===== src/rtl/ps2_pkg.sv =====
// Shared definitions for the PS/2 scancode sequencing controller.
package ps2_pkg;

   localparam logic [7:0] PS2_PFX_EXT = 8'hE0;
   localparam logic [7:0] PS2_PFX_BRK = 8'hF0;

   typedef enum logic [1:0] {
      S_IDLE   = 2'd0,
      S_POP    = 2'd1,
      S_SETTLE = 2'd2,
      S_EVT    = 2'd3
   } ps2_state_t;

   // One key event as presented to the consumer.
   typedef struct packed {
      logic [7:0] code;
      logic       ext;
      logic       brk;
   } ps2_evt_t;

   function automatic logic is_prefix(input logic [7:0] b);
      return (b == PS2_PFX_EXT) || (b == PS2_PFX_BRK);
   endfunction

endpackage


===== src/rtl/ps2_pfx_timer.sv =====
// Ages a pending E0/F0 prefix; expire pulses when it has waited too long.
module ps2_pfx_timer #(
   parameter int unsigned PFX_TIMEOUT = 1000000
) (
   input  logic clk,
   input  logic rst,
   input  logic clr,
   input  logic run,
   output logic expire
);

   localparam int unsigned CW = (PFX_TIMEOUT > 1) ? $clog2(PFX_TIMEOUT) : 1;
   localparam logic [CW-1:0] LAST = CW'(PFX_TIMEOUT - 1);

   logic [CW-1:0] cnt;

   assign expire = run && (cnt == LAST);

   // Count idle cycles with a prefix pending; restart on every byte latch.
   always_ff @(posedge clk) begin
      if (rst || clr || expire) cnt <= '0;
      else if (run)             cnt <= cnt + 1'b1;
   end

endmodule


===== src/rtl/ps2_scan_ctrl.sv =====
// Drains the PS/2 receiver FIFO, folds E0/F0 prefixes into key events,
// suppresses typematic repeats and tracks the held key and press count.
//
// state    | meaning
// ---------+------------------------------------------------------------
// S_IDLE   | waiting for a FIFO byte; ages a pending prefix
// S_POP    | pop strobe low; parse the latched byte
// S_SETTLE | pop strobe high for one cycle so FIFO ready can update
// S_EVT    | event presented, waiting for consumer ack (no FIFO pops)
module ps2_scan_ctrl
   import ps2_pkg::*;
#(
   parameter int          CNT_W           = 8,
   parameter int          SUPPRESS_REPEAT = 1,
   parameter int unsigned PFX_TIMEOUT     = 1000000
) (
   input  logic             clk,
   input  logic             rst,
   input  logic [7:0]       kb_data,
   input  logic             kb_ready,
   input  logic             kb_overflow,
   output logic             kb_nextdata_n,
   output logic             evt_valid,
   output logic [7:0]       evt_code,
   output logic             evt_ext,
   output logic             evt_break,
   input  logic             evt_ack,
   output logic             key_held,
   output logic [7:0]       held_code,
   output logic             held_ext,
   output logic [CNT_W-1:0] press_cnt,
   output logic             err_ovf
);

   ps2_state_t state;
   logic [7:0] byte_r;
   logic       ext_f;
   logic       brk_f;
   ps2_evt_t   evt_r;
   logic       held_match;
   logic       tmr_run;
   logic       tmr_clr;
   logic       tmr_expire;

   assign held_match = key_held && (held_code == byte_r) && (held_ext == ext_f);
   assign tmr_clr    = (state == S_IDLE) && kb_ready;
   assign tmr_run    = (state == S_IDLE) && !kb_ready && (ext_f || brk_f);

   assign evt_code   = evt_r.code;
   assign evt_ext    = evt_r.ext;
   assign evt_break  = evt_r.brk;

   ps2_pfx_timer #(.PFX_TIMEOUT(PFX_TIMEOUT)) u_pfx_timer (
      .clk    (clk),
      .rst    (rst),
      .clr    (tmr_clr),
      .run    (tmr_run),
      .expire (tmr_expire)
   );

   // Sequencer: byte fetch, prefix parse, event handshake and held-key tracking.
   always_ff @(posedge clk) begin
      if (rst) begin
         state         <= S_IDLE;
         byte_r        <= '0;
         ext_f         <= 1'b0;
         brk_f         <= 1'b0;
         kb_nextdata_n <= 1'b1;
         evt_r         <= '0;
         evt_valid     <= 1'b0;
         key_held      <= 1'b0;
         held_code     <= '0;
         held_ext      <= 1'b0;
         press_cnt     <= '0;
      end else begin
         case (state)
            S_IDLE: begin
               if (kb_ready) begin
                  byte_r        <= kb_data;
                  kb_nextdata_n <= 1'b0;
                  state         <= S_POP;
               end else if (tmr_expire) begin
                  ext_f <= 1'b0;
                  brk_f <= 1'b0;
               end
            end
            S_POP: begin
               kb_nextdata_n <= 1'b1;
               if (byte_r == PS2_PFX_EXT) begin
                  ext_f <= 1'b1;
                  state <= S_SETTLE;
               end else if (byte_r == PS2_PFX_BRK) begin
                  brk_f <= 1'b1;
                  state <= S_SETTLE;
               end else begin
                  ext_f <= 1'b0;
                  brk_f <= 1'b0;
                  if (brk_f) begin
                     evt_r     <= '{code: byte_r, ext: ext_f, brk: 1'b1};
                     evt_valid <= 1'b1;
                     state     <= S_EVT;
                     // Releasing some other key leaves the held key alone.
                     if (held_match) key_held <= 1'b0;
                  end else if ((SUPPRESS_REPEAT != 0) && held_match) begin
                     state <= S_SETTLE;
                  end else begin
                     evt_r     <= '{code: byte_r, ext: ext_f, brk: 1'b0};
                     evt_valid <= 1'b1;
                     key_held  <= 1'b1;
                     held_code <= byte_r;
                     held_ext  <= ext_f;
                     press_cnt <= press_cnt + 1'b1;
                     state     <= S_EVT;
                  end
               end
            end
            S_SETTLE: state <= S_IDLE;
            S_EVT: begin
               if (evt_ack) begin
                  evt_valid <= 1'b0;
                  state     <= S_SETTLE;
               end
            end
            default: state <= S_IDLE;
         endcase
      end
   end

   // Sticky FIFO overflow flag; only reset clears it.
   always_ff @(posedge clk) begin
      if (rst)              err_ovf <= 1'b0;
      else if (kb_overflow) err_ovf <= 1'b1;
   end

endmodule


===== config.mk =====
export PLATFORM = sky130hd
export DESIGN_NAME = ps2_scan_ctrl
export DESIGN_NICKNAME = d
export VERILOG_FILES = /design/src/rtl/ps2_pkg.sv /design/src/rtl/ps2_pfx_timer.sv /design/src/rtl/ps2_scan_ctrl.sv
export SDC_FILE = /design/constraint.sdc
export NUM_CORES = 1
export LEC_CHECK = 0
export ABC_AREA = 1
export CAP_MARGIN = 5
export CORE_UTILIZATION = 45
export CTS_BUF_LIST = sky130_fd_sc_hd__clkbuf_4
export DETAILED_ROUTE_END_ITERATION = 8
export GPL_TIMING_DRIVEN = 0
export PLACE_DENSITY = 0.7
export SLEW_MARGIN = 20
export SYNTH_ARGS = -nofsm -noshare
export SYNTH_HDL_FRONTEND = slang
export SYNTH_SLANG_ARGS = --single-unit

===== constraint.sdc =====
create_clock -name clk -period 1.7 [get_ports clk]
set_input_delay 0.51 -clock clk [delete_from_list [all_inputs] [get_ports clk]]
set_output_delay 0.51 -clock clk [all_outputs]
set_load 0.005 [all_outputs]

# After elaboration in Yosys (flattened, before gate mapping)
# Index checks and enable logic that the tools add are counted.
[word_totals]
in_bits = 13
wordCells = 88
output_inout_bits = 31
reg_bits = 63
[classes]
n_reduce_logical = 22
muxes = 27
n_addsub = 2
n_bitwise = 4
eq_ne = 18
[ops]
columns = ["cell", "count"]
rows = [
  ["20-bit by 1-bit adder with 20-bit output (second input constant)", 1],
  ["20-bit equality test (second input constant)", 1],
  ["10-bit two-way mux", 2],
  ["1-bit two-way mux", 18],
  ["8-bit equality test (second input constant)", 2],
  ["5-bit AND reduction", 3],
  ["2-bit != test (second input constant)", 6],
  ["4-bit AND reduction", 3],
  ["8-bit by 1-bit adder with 8-bit output (second input constant)", 1],
  ["8-bit equality test", 1],
  ["1-bit case mux with 2 select lines", 4],
  ["2-bit case mux with 4 select lines", 1],
  ["1-bit logical AND", 6],
  ["3-bit != test (second input constant)", 2],
  ["2-bit AND reduction", 3],
  ["2-bit equality test (second input constant)", 2],
  ["2-bit two-way mux", 2],
  ["2-bit by 1-bit != test with 1-bit output (second input constant)", 2],
  ["1-bit inverter", 4],
  ["2-bit nonzero test", 2],
  ["1-bit logical OR", 3],
  ["2-bit by 1-bit equality test with 1-bit output (second input constant)", 1],
  ["2-bit zero test", 1],
  ["1-bit equality test", 1],
  ["1-bit zero test", 1],
]

# Logic depth before layout (Yosys ltp)
# Gate-level depths: netlist (run 1).
[depth]
ltp_word = 8
ltp_mapped = 13
mapped_depth_nobuf = 11

# Cells and area by module
# A second synthesis (run 1) with hierarchy kept.
[unflattened]
cells_unflattened = 440
hier_area_um2 = 3245.6
[by_module_without_submodules]
columns = ["module", "cells_per_inst", "instances", "area_each_um2"]
rows = [
  ["ps2_scan_ctrl", 277, 1, 2124.5],
  ["ps2_pfx_timer", 163, 1, 1121.1],
]

# Worst setup path before layout (run 1)
# OpenSTA, ideal clock, no wires.
[synth_timing]
kind = "register -> register"
start = "register byte_r[4]"
end = "register press_cnt[5]"
arrival_time_ns = 1.708
slack_ns = -0.078
stages_incl_launch_ff = 13
synth_period_minus_slack_ns = 1.778
cell_sequence = "dfxtp_1 -> inv_1 -> a22o_1 -> a21oi_1 -> nand3_1 -> nor2_1 -> inv_1 -> ha_1 -> buf_1 -> nand3_4 -> buf_6 -> nand2_1 -> a21oi_1"
[synth_via]
elab_chain_len = 5
elab_cells_between_ends = 9
cone_classes = "eq/ne (3); bitwise (3); reduce/logical (3)"
[synth_lines]
columns = ["item", "line_no", "text"]
rows = [
  ["from (decl)", "ps2_scan_ctrl.sv:36", "logic [7:0] byte_r;"],
  ["from (signal assigned)", "ps2_scan_ctrl.sv:79", "byte_r <= kb_data;"],
  ["8-bit equality test", "ps2_scan_ctrl.sv:45", "assign held_match = key_held && (held_code == byte_r) && (held_ext == ext_f);"],
  ["1-bit logical AND (2 in series)", "ps2_scan_ctrl.sv:45", ""],
  ["1-bit inverter (no line)", "--", ""],
  ["5-bit AND reduction (no line) *", "--", ""],
  ["to (signal assigned)", "ps2_scan_ctrl.sv:112", "press_cnt <= press_cnt + 1'b1;"],
  ["to (decl)", "ps2_scan_ctrl.sv:31", "output logic [CNT_W-1:0] press_cnt,"],
]
# Every way passes the cells marked *; elsewhere a longest branch is shown, timed or not.
# A chain may end at the register's enable or synchronous reset.

# Worst setup path after layout (run 1)
[layout_timing]
start = "register byte_r[0]"
end = "register evt_r, in the netlist evt_code[3]"
[layout_via]
elab_chain_len = 5
elab_cells_between_ends = 9
cone_classes = "eq/ne (4); bitwise (2); reduce/logical (3)"
[layout_lines]
columns = ["item", "line_no", "text"]
rows = [
  ["8-bit equality test", "ps2_scan_ctrl.sv:45", ""],
  ["1-bit logical AND (2 in series)", "ps2_scan_ctrl.sv:45", ""],
  ["2-bit != test (no line)", "--", ""],
  ["4-bit AND reduction (no line) *", "--", ""],
  ["to (signal assigned)", "ps2_scan_ctrl.sv:99", "evt_r <= '{code: byte_r, ext: ext_f, brk: 1'b1};"],
  ["to (signal assigned)", "ps2_scan_ctrl.sv:107", "evt_r <= '{code: byte_r, ext: ext_f, brk: 1'b0};"],
  ["to (decl)", "ps2_scan_ctrl.sv:39", "ps2_evt_t evt_r;"],
]
# Marks and branches as above.

==> results.md, run 1 <==
* Outcome: finished with violations
* Violations in the final reports: negative setup slack
* Startpoint types: flip-flop
* Routed vias/inst at 5.13
* Avg Inst Size Synth at 7.33 µm²
* Crit path to: evt_code[3]
* Routability cong. at 0.869
* Final Worst Setup Slack at -0.0641 ns
* Slew Viols, Final at 0
* CTS tree: done
* First-pass iteration count of the detailed router at 5
* PortBufs at 43
* CTS Sinks at 63
* Die height at 85.4 µm
* Reg-to-reg critical path startpoint: byte_r[0]
* Rel. slew slack at 0.465
* Cells along the critical path: inv_2 > a22o_1 > a21oi_1 > nand3_1 > nor2_2 > ha_2 > nor2_4 > nand2_2 > buf_6 > nand2_1 > a21oi_1
* Vias at 3057
* GRT Overall Usage at 0.237
* Mapped cell area at 0.00313 mm²
* Drt drc at 0
* TNS Setup at -0.828 ns
* Max VDD drop at 0.000406 V
* Layout filler cell count at 607
* Chip width at 85.4 µm
* Worst path max stage delay at 0.35 ns
* Vias in the first global route at 2791
* Crit Path Class: reg2reg
* Setup WS pre-CTS at -0.430 ns
* Root Buffer: clkbuf_4
* FF+latch count, synth at 63
* Largest net degree at the start of global routing at 11
* Initial antenna violation count at 0
* Worst r2r dst: evt_code[3]
* NumNets Final at 528
* I/O Pins at 44
* DP Area at 0.00367 mm²
* Final Util at 0.632
* Clk_lat worst skew at 0.41 ns
* Achievable frequency at 0.567 GHz
* Most used cell, CP: a21oi_1
* Wirelength per Cell at 14.0 µm
* H-tree depth at 3
* Layout cell share with drive strength beyond 1 at 0.324
* Min Clock Period, post-route at 1.76 ns
* Unrepaired setup endpoints after global routing: true
* Worst-margin pin slew at 0.802 ns
* Max cap viols at 0
* Clock buffer depth at 2
* Register area share after synthesis at 0.403
* Global-route wire length before repair at 13400 µm
* Syn Inst Count at 427
* Internal reg-to-reg setup slack at -0.06 ns
* Worst R2R Path Depth at 11
* Die ar. at 0.00729 mm²
* Initial Util at 0.463
* Pwr/cell area at 771 mW/mm²
* CP endpoint kind: flip-flop
* Max FO, Critical Path at 5
* Critical Path Source: byte_r[0]
* Worst hold path type: reg2reg
* Setup-failing EPs final at 24
* Required time worst endpoint at 2.03 ns
* Synth warn at 0
* Total Routed Length at 8360 µm
* Inserted Diodes at 0
* Row cnt at 30
* Clk_skew at 0.0149 ns
* Most frequent cells in the layout: nand2_1 (86), nor2_1 (54), nand3_1 (37)
* TritonCTS Buffers at 9
* Syn Nets at 444
* Final hold violation count at 0
* Cell variety after synth at 35
* DP Wirelength at 5530 µm
* Layout area overhead at 36.5%
* Violation count after the first detailed-route iteration at 133
* Minimum hold slack at 0.447 ns
* Grt ovf at 0
* P_leak at 1.74 nW
* CTS clk-pin slew, worst paths at 0.10 ns
* Fin crit share at 1.04
* Core area at 0.00676 mm²
* WP data arrival at 2.09 ns
* Post-route ant nets at 0
* Most common cell after layout, fill and taps aside: nand2_1
* Final Instance Area at 0.00427 mm²
* Slowest-stage cell, CP: dfxtp_2
==> cells in the mapped netlist <==
cell / instances / share of area
ha_1: 4 / 0.016
nor2_1: 56 / 0.067
xnor2_1: 6 / 0.017
nand4_1: 6 / 0.012
o21ai_1: 1 / 0.0016
a31oi_1: 2 / 0.0040
nor3_2: 2 / 0.0064
or2_2: 2 / 0.0040
nand3_1: 39 / 0.062
buf_1: 1 / 0.0012
nand3_2: 1 / 0.0032
buf_4: 2 / 0.0048
a211oi_1: 2 / 0.0048
inv_2: 7 / 0.0084
o21ai_0: 11 / 0.018
nor2_4: 6 / 0.022
nand2_4: 3 / 0.011
a21oi_1: 45 / 0.072
buf_6: 3 / 0.011
buf_2: 3 / 0.0048
nand2_2: 1 / 0.0020
a22o_1: 1 / 0.0028
dfxtp_1: 63 / 0.40
or2_0: 1 / 0.0020
o21ai_4: 1 / 0.0052
nor2_2: 2 / 0.0040
nand3_4: 3 / 0.017
inv_1: 32 / 0.038
nor2_8: 1 / 0.0064
clkbuf_1: 4 / 0.0048
nand4_2: 1 / 0.0040
o211ai_1: 1 / 0.0024
nand2_1: 100 / 0.12
xor2_1: 12 / 0.034
o22ai_1: 2 / 0.0040
==> routing by layer <==
| metal | track usage | up-vias | share of wire |
|---|---|---|---|
| met3 | 0.0516 | 12 | 0.062 |
| met5 | 0 | - | 0 |
| met2 | 0.384 | 82 | 0.47 |
| met4 | 0.0909 | 0 | 0.014 |
| met1 | 0.311 | 1403 | 0.45 |
| li1 | - | 1560 | - |
==> repair_timing <==
item                                    CTS  global route
gates resized for setup                  86            46
pin swaps                                10            26
buffers inserted                         25             5
gates cloned                              2             0
hold buffers                              0             0
endpoints found under the setup margin   60            44
==> worst min path at each step <==
| stage | from | endpoint | cells after the start |
|---|---|---|---|
| after detailed placement | evt_valid | evt_valid | 2 |
| final | evt_valid | evt_valid | 2 |
| after floorplan | evt_valid | evt_valid | 2 |
| after global routing | evt_valid | evt_valid | 2 |
| after CTS | evt_valid | evt_valid | 2 |
| after global placement | evt_valid | evt_valid | 2 |
==> power breakdown <==
group | switching, mW | internal [mW] | leakage, nW | total (mW)
Clock | 0.542 | 0.470 | 0.0780 | 1.01
Sequential | 0.0660 | 1.55 | 0.530 | 1.61
Combinational | 0.370 | 0.296 | 1.13 | 0.667
Total | 0.978 | 2.31 | 1.74 | 3.29
==> cell families (layout without fill, tap and decap cells) <==
family                   after synthesis  in the layout  share of synthesized area
AND/OR/NAND/NOR                      224            224                      0.343
XOR/XNOR                              18             18                     0.0504
flip-flops                            63             63                      0.403
adder cells (fa/ha/maj)                4              4                     0.0160
AO/OA/AOI/OAI                         66             66                      0.114
buffers and inverters                 52            141                     0.0732
==> metrics by stage <==
stage                     std cells  power (mW)
after global placement          550        2.15
after detailed placement        550        2.16
after CTS                       591        3.23
after global routing            596        3.43
final                           596        3.29
after floorplan                 427        1.96
==> registers in the layout, summed over array words and instances, names as in the netlist <==
| name | cells |
|---|---|
| held_ext | 1 |
| evt_code | 8 |
| kb_nextdata_n | 1 |
| byte_r | 8 |
| evt_break | 1 |
| press_cnt | 8 |
| err_ovf | 1 |
| evt_ext | 1 |
| state | 2 |
| held_code | 8 |
| evt_valid | 1 |
| brk_f | 1 |
| key_held | 1 |
| ext_f | 1 |
| u_pfx_timer.cnt | 20 |
==> cell type report <==
class	count	area [µm²]	share of cell area
timing repair buffer	74	648	0.152
sequential	63	1320	0.309
tap	80	100	0.0234
multi-input combinational	312	1830	0.429
buffer	12	88.8	0.0208
clock buffer	11	82.6	0.0193
clock inverter	5	48.8	0.0114
inverter	39	146	0.0343
==> critical path: cells and delay by family, from the launching register on <==
kind	cells	cell delay, ns
buffers and inverters	2	0.19
and+or+nand+nor	5	0.49
adders and majority gates	1	0.23
AOI/OAI and AO/OA	3	0.43
DFF	1	0.35
No activity file was read; power rests on OpenSTA's default activity.
==> run 2: changes to the inputs <==
Settings changed: ABC_AREA 1 to unset, PLACE_DENSITY 0.7 to 0.69.
Clock period 1.7 ns to 2.23 ns, I/O delays scaled along.
==> run 2 against run 1 <==
  * The run still ends with negative setup slack left
  * Combinational power down 50%
  * Critical path depth unchanged
  * Sequential cell count unchanged
  * Power down 27%
==> results.md, run 2 <==
* Top reg by flops: u_pfx_timer.cnt (unchanged)
* Synth warn at 0 (unchanged)
* CTS Sinks at 63 (unchanged)
* Routability cong. at 0.786 (was 0.869)
* Global-route wire length before repair at 9820 µm (was 13400 µm)
* Share of the synthesized area in the top cell type at 0.466 (was 0.403)
* DP Wirelength at 4120 µm (was 5530 µm)
* Placed cells at 420 (was 550)
* Main flop type after synthesis: dfxtp_1 (unchanged)
* Max reg flops at 20 (unchanged)
* Violations in the final reports: negative setup slack (unchanged)
* Outcome: finished with violations (unchanged)
* Worst hold path type: reg2reg (unchanged)
* Worst-margin pin slew at 0.760 ns (was 0.802 ns)
* Row cnt at 27 (was 30)
* Setup-failing EPs final at 1 (was 24)
* Root Buffer: clkbuf_4 (unchanged)
* Total Routed Length at 5920 µm (was 8360 µm)
* CP endpoint kind: flip-flop (unchanged)
* Die ar. at 0.00633 mm² (was 0.00729 mm²)
* Layout area overhead at 31.3% (was 36.5%)
* Required time worst endpoint at 2.51 ns (was 2.03 ns)
* FF+latch count, synth at 63 (unchanged)
* Cell variety after synth at 40 (was 35)
* Non-filler cells in the finished layout at 447 (was 596)
* Drt drc at 0 (unchanged)
* Pwr/cell area at 677 mW/mm² (was 771 mW/mm²)
* Area share of xor/xnor cells in the synthesized design at 0.110 (was 0.0504)
* Vias at 2280 (was 3057)
* DP Area at 0.00322 mm² (was 0.00367 mm²)
* Final Instance Area at 0.00356 mm² (was 0.00427 mm²)
* Inserted Diodes at 0 (unchanged)
* Syn Nets at 323 (was 444)
* Crit Path Class: reg2reg (unchanged)
* Most frequent cells in the layout: dfxtp_1 (54), nor2_1 (50), nand2_1 (42), clkdlybuf4s50_1 (42), xor2_1 (27) (was nand2_1 (86), nor2_1 (54), nand3_1 (37))
* First-pass iteration count of the detailed router at 4 (was 5)
* Rel. slew slack at 0.493 (was 0.465)
* TritonCTS Buffers at 9 (unchanged)
* Clk_skew at 0.00748 ns (was 0.0149 ns)
* Die height at 79.6 µm (was 85.4 µm)
* GRT Overall Usage at 0.202 (was 0.237)
* Wirelength per Cell at 13.2 µm (was 14.0 µm)
* Slew Viols, Final at 0 (unchanged)
* NumNets Final at 387 (was 528)
* Number of synthesized flops with an enable pin at 0 (unchanged)
* Minimum hold slack at 0.486 ns (was 0.447 ns)
* Violation count after the first detailed-route iteration at 87 (was 133)
* Routed vias/inst at 5.10 (was 5.13)
* Fin crit share at 1.00 (was 1.04)
* Main combinational cell family by area after synthesis: simple AND/OR/NAND/NOR gates (unchanged)
* Mux contribution to synthesized area at 0.0480 (was 0)
* Reg-to-reg critical path startpoint: held_code[3] (was byte_r[0])
* Largest net degree at the start of global routing at 11 (unchanged)
* Post-route ant nets at 0 (unchanged)
* Mapped cell area at 0.00271 mm² (was 0.00313 mm²)
* Met2 WL post-DR at 2920 µm (was 3920 µm)
* Clk_lat worst skew at 0.40 ns (was 0.41 ns)
* Register area share after synthesis at 0.466 (was 0.403)
* Max VDD drop at 0.000379 V (was 0.000406 V)
* WL met1 at 2590 µm (was 3800 µm)
* Final Worst Setup Slack at -0.00121 ns (was -0.0641 ns)
* Chip width at 79.6 µm (was 85.4 µm)
* Most numerous cell in the Yosys netlist: dfxtp_1 (was nand2_1)
* Max FO, Critical Path at 8 (was 5)
* Top Metal Used: met4 (unchanged)
* PnR Total Power at 2.41 mW (was 3.29 mW)
* I/O Pins at 44 (unchanged)
* PortBufs at 42 (was 43)
* Initial Util at 0.480 (was 0.463)
* Adder-cell share of the synthesized area at 0.0185 (was 0.0160)
* Initial antenna violation count at 0 (unchanged)
* Avg Inst Size Synth at 8.85 µm² (was 7.33 µm²)
* Area leader, netlist: dfxtp_1 (unchanged)
* Worst r2r dst: press_cnt[0] (was evt_code[3])
* Synth cell count leaders: dfxtp_1 (63), nor2_1 (50), nand2_1 (46) (was nand2_1 (100), dfxtp_1 (63), nor2_1 (56))
* Post-synth ARST share at 0 (unchanged)
* Most common cell after layout, fill and taps aside: dfxtp_1 (was nand2_1)
* Min Clock Period, post-route at 2.23 ns (was 1.76 ns)
* Unrepaired setup endpoints after global routing: true (unchanged)
* H-tree depth at 3 (unchanged)
* Grt ovf at 0 (unchanged)
* WP data arrival at 2.51 ns (was 2.09 ns)
* Final hold violation count at 0 (unchanged)
* Internal reg-to-reg setup slack at -0.001 ns (was -0.06 ns)
* Vias in the first global route at 2146 (was 2791)
* Met3 WL post-DR at 329 µm (was 516 µm)
* Critical Path Source: held_code[3] (was byte_r[0])
* Clock buffer depth at 2 (unchanged)
* Max cap viols at 0 (unchanged)
* CTS clk-pin slew, worst paths at 0.10 ns (about the same)
* Compound-cell area share of the yosys netlist at 0.0536 (was 0.114)
* Achievable frequency at 0.448 GHz (was 0.567 GHz)
* Setup WS pre-CTS at -0.475 ns (was -0.430 ns)
* Core area at 0.00564 mm² (was 0.00676 mm²)
* Synth area leaders: dfxtp_1 (47%), xor2_1 (8.7%), nor2_1 (6.9%), nand2_1 (6.4%), mux2i_1 (4.8%) (was dfxtp_1 (40%), nand2_1 (12%), a21oi_1 (7.2%), nor2_1 (6.7%), nand3_1 (6.2%))
* CTS tree: done (unchanged)
* Layout cell share with drive strength beyond 1 at 0.157 (was 0.324)
* Syn Inst Count at 306 (was 427)
* Post-Synth Simple-Gate Area at 0.279 (was 0.343)
* Post-CTS Hold Buffers at 0 (unchanged)
* Crit path to: press_cnt[0] (was evt_code[3])
* Startpoint types: flip-flop (unchanged)
* P_leak at 1.35 nW (was 1.74 nW)
* Worst R2R Path Depth at 11 (unchanged)
run 2: worst min path at each step:
stage	startpoint	endpoint	slack (ns)	cells after the start
2_1_floorplan	kb_nextdata_n	kb_nextdata_n	0.46	1
3_3_place_gp	kb_nextdata_n	kb_nextdata_n	0.45	1
4_1_cts	held_code[2]	held_code[2]	0.48	2
5_1_grt	kb_nextdata_n	kb_nextdata_n	0.50	1
6_report	err_ovf	err_ovf	0.49	2
3_5_place_dp	kb_nextdata_n	kb_nextdata_n	0.47	1
run 2: stage by stage:
| step | util | TNS [ns] |
|---|---|---|
| finish | 0.630 | -0.00121 |
| global route | 0.630 | -0.517 |
| CTS | 0.612 | 0 |
| detailed placement | 0.571 | -11.47 |
| global placement | 0.571 | -11.24 |
| floorplan | - | 0 |
run 2: worst max-delay path, stage by stage, from the launching register on:
cell,delay [ns]
dfxtp_1,0.35
xor2_1,0.16
nor4_1,0.29
and4_1,0.26
inv_1,0.05
ha_2,0.16
and3b_2,0.22
a21boi_4,0.15
buf_6,0.17
buf_4,0.14
xnor2_2,0.12
nor2_1,0.05
run 2: layout make-up:
type / instances / area [µm²]
multi-input cells: 229 / 1440
inverters: 2 / 7.51
flip-flops and latches: 63 / 1280
clock inverters: 5 / 72.6
repair buffers: 53 / 507
fillers: 491 / 2090
clock buffers: 11 / 82.6
well taps: 72 / 90.1
plain buffers: 12 / 75.1
run 2: power breakdown:
part | switching [mW] | total, mW | internal [mW] | leakage (nW)
Clock | 0.391 | 0.863 | 0.472 | 0.0859
Combinational | 0.160 | 0.334 | 0.174 | 0.748
Sequential | 0.0440 | 1.21 | 1.16 | 0.515
Total | 0.595 | 2.41 | 1.81 | 1.35
run 2: repair_timing:
item,CTS,global route
resized for setup,15,21
buffers inserted,6,4
pin swaps,6,5
cloned,0,1
hold endpoints to repair,0,0
endpoints found under the setup margin,25,35
run 2: routing by layer:
layer / global-route usage / vias to the layer above
met5: 0 / -
met4: 0.0545 / 0
met3: 0.0697 / 10
met2: 0.353 / 51
met1: 0.232 / 1055
li1: - / 1164
run 2: cells by family after synthesis:
family / count (synthesis)
xor+xnor: 34
compound gates: 26
fa+ha+maj: 4
mux: 13
simple gates: 152
flops: 63
buf+inv: 14
